--- config.mk ---
export PLATFORM = sky130hd
export DESIGN_NAME = ex_mem_stage
export DESIGN_NICKNAME = d
export VERILOG_FILES = /design/src/rtl/ex_mem_stage.sv
export SDC_FILE = /design/constraint.sdc
export NUM_CORES = 1
export LEC_CHECK = 0
export BUFFER_PORTS_ARGS = -buffer_cell sky130_fd_sc_hd__buf_4
export CAP_MARGIN = 10
export CORE_MARGIN = 4
export CORE_UTILIZATION = 47
export DETAILED_ROUTE_END_ITERATION = 8
export HOLD_SLACK_MARGIN = 0.08
export MAX_ROUTING_LAYER = met4
export PLACE_DENSITY_LB_ADDON = 0.1
export SETUP_SLACK_MARGIN = 0.4
export SYNTH_ARGS = -nofsm -noshare
export SYNTH_HDL_FRONTEND = slang
export SYNTH_SLANG_ARGS = --single-unit
export TNS_END_PERCENT = 5
--- constraint.sdc ---
create_clock -name clk -period 4.7 [get_ports clk]
set_clock_uncertainty 0.1 [all_clocks]
set_input_delay 0.94 -clock clk [delete_from_list [all_inputs] [get_ports clk]]
set_output_delay 0.94 -clock clk [all_outputs]
set_load 0.1 [all_outputs]
--- src/rtl/ex_mem_stage.sv ---
`default_nettype none
// ============================================================================
// Module   : ex_mem_stage
// Brief    : EX/MEM pipeline register with {N,V,Z} flag register and sticky halt
// Revision : 1.0 - initial release
// ============================================================================
module ex_mem_stage (
   input  logic        clk,
   input  logic        rst,
   input  logic        ex_vld,
   input  logic [3:0]  ex_opcode,
   input  logic [15:0] ex_alu_out,
   input  logic [2:0]  ex_alu_flag,
   input  logic [15:0] ex_store_data,
   input  logic [3:0]  ex_rd,
   input  logic        ex_reg_wr,
   input  logic        stall,
   input  logic        flush,
   output logic        mem_vld,
   output logic        mem_reg_wr,
   output logic        mem_rd_en,
   output logic        mem_wr_en,
   output logic        mem_halt,
   output logic [3:0]  mem_opcode,
   output logic [3:0]  mem_rd,
   output logic [15:0] mem_alu_out,
   output logic [15:0] mem_store_data,
   output logic [2:0]  flag_q,
   output logic [2:0]  flag_fwd
);

   localparam logic [3:0] c_OP_ADD = 4'b0000;
   localparam logic [3:0] c_OP_SUB = 4'b0001;
   localparam logic [3:0] c_OP_XOR = 4'b0010;
   localparam logic [3:0] c_OP_SLL = 4'b0100;
   localparam logic [3:0] c_OP_SRA = 4'b0101;
   localparam logic [3:0] c_OP_ROR = 4'b0110;
   localparam logic [3:0] c_OP_LW  = 4'b1000;
   localparam logic [3:0] c_OP_SW  = 4'b1001;
   localparam logic [3:0] c_OP_B   = 4'b1100;
   localparam logic [3:0] c_OP_BR  = 4'b1101;
   localparam logic [3:0] c_OP_HLT = 4'b1111;

   logic        r_mem_vld;
   logic        r_mem_reg_wr;
   logic        r_mem_rd_en;
   logic        r_mem_wr_en;
   logic        r_mem_halt;
   logic [3:0]  r_mem_opcode;
   logic [3:0]  r_mem_rd;
   logic [15:0] r_mem_alu_out;
   logic [15:0] r_mem_store_data;
   logic [2:0]  r_flag_q;

   logic        w_halted;
   logic        w_cap;
   logic        w_reg_wr_ok;
   logic [2:0]  w_flag_we;
   logic [2:0]  w_flag_nxt;

   // A halt that has reached MEM freezes the whole stage until reset.
   assign w_halted    = r_mem_halt & r_mem_vld;
   assign w_cap       = !stall && !flush && !w_halted;
   assign w_reg_wr_ok = ex_vld && ex_reg_wr &&
                        (ex_opcode != c_OP_SW) && (ex_opcode != c_OP_B) &&
                        (ex_opcode != c_OP_BR) && (ex_opcode != c_OP_HLT);

   always_comb begin
      w_flag_we  = 3'b000;
      w_flag_nxt = r_flag_q;
      case (ex_opcode)
         c_OP_ADD, c_OP_SUB:                     w_flag_we = 3'b111;
         c_OP_XOR, c_OP_SLL, c_OP_SRA, c_OP_ROR: w_flag_we = 3'b001;
         default:                                w_flag_we = 3'b000;
      endcase
      if (!(ex_vld && w_cap))
         w_flag_we = 3'b000;
      w_flag_nxt = (ex_alu_flag & w_flag_we) | (r_flag_q & ~w_flag_we);
      if (rst)
         w_flag_nxt = 3'b000;
   end

   always_ff @(posedge clk) begin
      r_flag_q <= w_flag_nxt;
      if (rst) begin
         r_mem_vld        <= 1'b0;
         r_mem_reg_wr     <= 1'b0;
         r_mem_rd_en      <= 1'b0;
         r_mem_wr_en      <= 1'b0;
         r_mem_halt       <= 1'b0;
         r_mem_opcode     <= 4'd0;
         r_mem_rd         <= 4'd0;
         r_mem_alu_out    <= 16'd0;
         r_mem_store_data <= 16'd0;
      end else if (w_halted) begin
         r_mem_vld <= r_mem_vld;
      end else if (flush) begin
         // Data fields are left as-is; only the controls are squashed.
         r_mem_vld    <= 1'b0;
         r_mem_reg_wr <= 1'b0;
         r_mem_rd_en  <= 1'b0;
         r_mem_wr_en  <= 1'b0;
         r_mem_halt   <= 1'b0;
      end else if (!stall) begin
         r_mem_vld        <= ex_vld;
         r_mem_reg_wr     <= w_reg_wr_ok;
         r_mem_rd_en      <= ex_vld && (ex_opcode == c_OP_LW);
         r_mem_wr_en      <= ex_vld && (ex_opcode == c_OP_SW);
         r_mem_halt       <= ex_vld && (ex_opcode == c_OP_HLT);
         r_mem_opcode     <= ex_opcode;
         r_mem_rd         <= ex_rd;
         r_mem_alu_out    <= ex_alu_out;
         r_mem_store_data <= ex_store_data;
      end
   end

   assign mem_vld        = r_mem_vld;
   assign mem_reg_wr     = r_mem_reg_wr;
   assign mem_rd_en      = r_mem_rd_en;
   assign mem_wr_en      = r_mem_wr_en;
   assign mem_halt       = r_mem_halt;
   assign mem_opcode     = r_mem_opcode;
   assign mem_rd         = r_mem_rd;
   assign mem_alu_out    = r_mem_alu_out;
   assign mem_store_data = r_mem_store_data;
   assign flag_q         = r_flag_q;
   assign flag_fwd       = w_flag_nxt;

endmodule
`default_nettype wire

==> results.tsv, run 1 <==
metric	value	unit
clockBufferDepth	2	
synth_top_family_by_area	simple AND/OR/NAND/NOR gates	
r2r_slack	2980	ps
grt_max_degree	52	
synth_cells	217	
setup_viol_count_final	0	
seq_area	961	sq um
cts_setup_buffers	0	
fin_ws	1380	ps
track_usage	19.0	%
rows	22	
synthTopCellsByArea	dfxtp_1, nand2_1, a21oi_1	
hold_ws	356	ps
start_util	48.7	%
holdBufCountCts	0	
worst-path-max-fanout	5	
worstSetupPathType	in2out	
ioPinCount	100	
wl_per_cell	12.5	um
path_cells	buf_4 -> a211o_1 -> nor4b_4 -> mux2i_1 -> buf_4	
worst_pin_slew	503	ps
wl	4480	um
rsz0062_at_grt	no	
synth_area_leader_cell	dfxtp_1	
gp_congestion	0.852	
met2_length	2090	um
tritoncts	done	
multi_input_area	777	sq um
cpMostUsedCell	buf_4	
synth-seq-cells	48	
dieArea	0.00488	sq mm
min_period	3320	ps
synth-compound-area-share	15.8	%
power	0.884	mW
cts_root_buf	clkbuf_8	
relSlewSlack	66.5	%
antenna_found_initial	0	
synth_xor_area_share	0	%
slowest_stage	a211o_1	
clkSinkCount	48	
vdd_drop_max	0.231	mV
initialDrtViolationCount	118	
die_w	69.8	um
area_growth	47.0	%
num_vias	1763	
post-place-ws	1360	ps
p_leak	1.17	nW
crit_buf_inv	2	
max_stage_delay	330	ps
hold_violations	0	
die_h	69.8	um
cp-start-kind	input port	
final-max-slew-violation-count	0	
syn-num-nets	266	
synth_area_per_cell	8.28	sq um
synthSimpleGateAreaFrac	25.1	%
cts_resized	0	
final_nets	360	
hpwl	3140	um
postRouteAntennaNets	0	
vias_per_cell	4.91	
clk_latency	290	ps
fin_crit_sh	70.7	%
ys_seq_area_share	53.5	%
overflow	0	
n_fill_cell	323	
hp-class	reg2reg	
cp.arrival	2280	ps
synth_adder_area_share	0	%
dp.cells	352	
synth.area.mux_share	1.67	%
wl_met3	410	um
diodes	0	
drv_cap	0	
path_delay_family	buffers and inverters	
yosysWarnings	0	
outcome	complete, no violations	
core-area	0.00369	sq mm
cts_made_buffers	5	
max_freq	301	MHz
wl_met1	1910	um
cp.required	3660	ps
drive_gt1_share	35.7	%
synth_top_area_share	53.5	%
cts.clk_slew.worst_paths	80	ps
worstSetupEndpointType	primary output	
synthesis.area	0.00180	sq mm
powerDensity	335	mW/mm^2
finalNonFillerCells	359	
first_global_vias	1726	
setup_tns	0	ps
drc	0	
firstDrtPassIters	4	
synth.distinct_cells	24	
io_buffers	99	
grt_pass1_wl	7450	um
top_layer_used	met4	
cts-htree-levels	2	
flip-flops by register name (all words and copies together), names as in the netlist:
register and flops:
mem_store_data 16, mem_opcode 4, flag_q 3, mem_reg_wr 1, mem_rd_en 1, mem_vld 1
mem_rd 4, mem_alu_out 16, mem_wr_en 1, mem_halt 1
through the flow:
stage / utilization (%) / area [sq um]
floorplan: - / 1800
global placement: 69.5 / 2560
detailed placement: 69.5 / 2560
CTS: 71.6 / 2640
global route: 71.6 / 2640
finish: 71.6 / 2640
cells in the mapped netlist (all sizes together):
cell and n:
nand2 82, a211oi 1, clkbuf 5, nor2b 1, nand2b 8, o21ai 1
a22o 2, nor4b 2, inv 2, nor3b 1, nor2 1, mux2i 3
a211o 1, a21oi 42, or3b 1, nor4 1, a2111oi 1, nand3b 1
buf 9, nand3 1, a32o 2, dfxtp 48, and3b 1
worst paths after layout:
path                                     start              to  cells after the start
worst max-delay path                     flush     flag_fwd[1]                      5
worst min-delay path            mem_alu_out[5]  mem_alu_out[5]                      2
worst max register to register        mem_halt        mem_halt                      4
worst min register to register  mem_alu_out[5]  mem_alu_out[5]                      2
power by group:
| group | internal [mW] | total (mW) | switching (mW) |
|---|---|---|---|
| clock network | 0.101 | 0.225 | 0.124 |
| logic | 0.0614 | 0.228 | 0.167 |
| registers | 0.423 | 0.431 | 0.00824 |
| total | 0.585 | 0.884 | 0.299 |
layout make-up:
class,instances,area share [%]
clock buffers,6,2.75
inverters,2,0.284
repair buffers,101,28.7
well taps,48,2.27
flip-flops and latches,48,36.4
clock inverters,1,0.189
multi-input cells,153,29.4
tightest hold or removal path, delay by kind of cell (launching register included):
| kind | cells | cell delay, ps |
|---|---|---|
| compound gates | 1 | 50 |
| flops | 1 | 310 |
| simple gates | 1 | 50 |
cells by family (layout without fill, tap and decap cells):
kind of cell    Yosys count  in the layout
mux                       3              3
simple gates            100            100
compound gates           50             50
flops                    48             48
buf+inv                  16            110
placed cells by master, fill, tap and decap left out:
| cell type | synthesis | final |
|---|---|---|
| nand2b_1 | 8 | 8 |
| o21ai_0 | 1 | 1 |
| nor2b_1 | 1 | 1 |
| a211oi_4 | 0 | 1 |
| buf_4 | 0 | 101 |
| inv_1 | 2 | 2 |
| nor4_2 | 1 | 1 |
| dfxtp_1 | 48 | 48 |
| a211o_1 | 1 | 1 |
| nand3_1 | 1 | 1 |
| or3b_1 | 1 | 1 |
| nor4b_1 | 1 | 1 |
| nand2_1 | 82 | 82 |
| a32o_1 | 2 | 2 |
| nand3b_1 | 1 | 1 |
| clkbuf_8 | 0 | 5 |
| nor2_1 | 1 | 1 |
| clkinv_2 | 0 | 1 |
| a21oi_1 | 42 | 42 |
| a2111oi_2 | 1 | 1 |
| and3b_1 | 1 | 1 |
| mux2i_1 | 3 | 3 |
| nor3b_1 | 1 | 1 |
| nor4b_4 | 1 | 1 |
| clkbuf_1 | 5 | 1 |
| a22o_1 | 2 | 2 |
routing by layer:
metal / vias up / track usage (%)
met3: 7 / 6.52
met2: 68 / 31.2
met4: 0 / 5.11
met1: 791 / 22.1
met5: - / -
li1: 897 / -
No activity file was read; power rests on OpenSTA's default activity.
==> run 2: changes to the inputs <==
Settings changed: ABC_AREA from default to 1, CORE_UTILIZATION 47 to 39.
Clock period 4.7 ns to 2.8 ns, I/O delays scaled along.
==> run 2 against run 1 <==
  * Non-clock buffer count decreased by 1
  * Worst hold slack improved by 16 ps
  * Register-to-register slack got worse by 1800 ps
  * Final cell count up 3.3%
  * Sequential share of layout area increased by 0.47 points
  * Via count down 0.85%
  * Sequential cell count unchanged
  * Clock power rose by 67%
  * Final area shrank 0.90%
  * Die area is 16% higher
==> results.tsv, run 2 <==
metric	value	unit
num_vias	1748	
wl	4500	um
antenna_found_initial	0	
core-area	0.00435	sq mm
path_cells	buf_4 -> nor2_4 -> nand3_2 -> nor2_1 -> o21ai_0 -> nor2_4 -> buf_6	
cts-htree-levels	2	
cts.clk_slew.worst_paths	70	ps
synth.distinct_cells	21	
vias_per_cell	4.71	
hp-class	reg2reg	
die_h	75.1	um
syn-num-nets	272	
rsz0062_at_grt	yes	
worstSetupEndpointType	primary output	
fin_crit_sh	81.9	%
worst-path-max-fanout	7	
p_clk_share	23.1	%
relSlewSlack	71.1	%
synth_top_area_share	54.8	%
setup_tns	0	ps
area_growth	49.2	%
firstDrtPassIters	4	
ioPinCount	100	
synth-edff-count	0	
synth_top_flop_cell	dfxtp_1	
worstSetupPathType	in2out	
vdd_drop_max	0.259	mV
powerDensity	620	mW/mm^2
drc	0	
final-max-slew-violation-count	0	
power_frac_comb	31.2	%
dieArea	0.00563	sq mm
drv_cap	0	
n_fill_cell	418	
ys_seq_area_share	54.8	%
cp-start-kind	input port	
synth-seq-cells	48	
p_switching	0.608	mW
finalNonFillerCells	371	
cts_root_buf	clkbuf_8	
outcome	complete, no violations	
worstHoldPathCells	2	
slowest_stage	buf_6	
first_global_vias	1503	
cts_made_buffers	5	
dp.cells	364	
overflow	0	
clk_latency	280	ps
synth_common_cells	nor2_1, dfxtp_1, o21ai_0, nand2_1, inv_1	
internal_power	1.02	mW
worst_pin_slew	433	ps
initialDrtViolationCount	85	
diodes	0	
track_usage	16.2	%
max_stage_delay	230	ps
clockBufferDepth	2	
tritoncts	done	
hold_violations	0	
sequentialPowerShare	45.6	%
synth_area_per_cell	7.87	sq um
rows	24	
final_nets	368	
yosysMostFrequentCell	nor2_1	
drive_gt1_share	37.0	%
mostFrequentLayoutCell	buf_4	
grt_pass1_wl	6770	um
max_freq	436	MHz
start_util	40.3	%
postRouteAntennaNets	0	
cp.arrival	1630	ps
layout_common_cells	buf_4, nor2_1, dfxtp_1	
p_leak	1.23	nW
grt_max_degree	45	
yosysWarnings	0	
synthTopCellsByArea	dfxtp_1, nor2_1, o21ai_0	
power	1.62	mW
hpwl	3190	um
multi_input_area	716	sq um
cp.required	2140	ps
synth_area_leader_cell	dfxtp_1	
cpMostUsedCell	nor2_4	
setup_viol_count_final	0	
seq_area	965	sq um
die_w	75.1	um
reg2reg_depth	5	
gp_congestion	0.817	
clkSinkCount	48	
switching_share	37.4	%
min_period	2290	ps
io_buffers	99	
holdBufCountCts	0	
synthesis.area	0.00175	sq mm
wl_per_cell	12.1	um
ys_async_sr_fraction	0	%
synth_cells	223	
==> run 2: logic make-up (layout without fill, tap and decap cells) <==
logic type / after synthesis / after routing / synth area share (%)
and+or+nand+nor: 102 / 102 / 23.4
AOI/OAI and AO/OA: 53 / 53 / 16.1
DFF: 48 / 48 / 54.8
buffers and inverters: 20 / 116 / 5.71
==> run 2: per-stage QoR <==
step,area [sq um],util [%],worst slack [ps],hold WS (ps)
after floorplan,1780,-,363,522
after global placement,2530,58.2,477,358
after detailed placement,2530,58.2,449,363
after CTS,2610,59.9,448,377
after global routing,2620,60.1,383,390
final,2620,60.1,507,372
==> run 2: worst max-delay path: cells and delay by family <==
family | cells | cell delay [ps]
buffers and inverters | 2 | 350
and+or+nand+nor | 4 | 580
AOI/OAI and AO/OA | 1 | 140
==> run 2: cell type report <==
type	instances	area share, %
flip-flops and latches	48	36.9
repair buffers	100	29.0
multi-input cells	155	27.3
clock buffers	6	2.77
well taps	52	2.49
inverters	9	1.39
clock inverters	1	0.191
==> run 2: routing by layer <==
layer  up-vias  GRT usage [%]  part of all wire [%]
met4         0           4.74                  0.98
met1       778           18.7                    42
met5         -              -                     0
met3         4           5.07                   9.6
met2        60           27.0                    48
li1        906              -                     -
==> run 2: final timing paths <==
kind	startpoint	end	slack, ps
max	flush	flag_fwd[2]	510
min	mem_reg_wr	mem_reg_wr	370
min reg2reg	mem_reg_wr	mem_reg_wr	370
max reg2reg	mem_vld	mem_opcode[2]	1220
==> run 2: repair_timing <==
| item | CTS | global route |
|---|---|---|
| setup endpoints to repair | 0 | 3 |
| gates resized for setup | 0 | 2 |
| setup buffers | 0 | 0 |
==> run 2: power groups by stage <==
stage	Clock [mW]	Combinational [mW]	Sequential [mW]
floorplan	0	0.0916	1.04
finish	0.376	0.507	0.741
global placement	0	0.507	0.756
global route	0.423	0.530	0.746
detailed placement	0	0.509	0.758
CTS	0.394	0.509	0.742
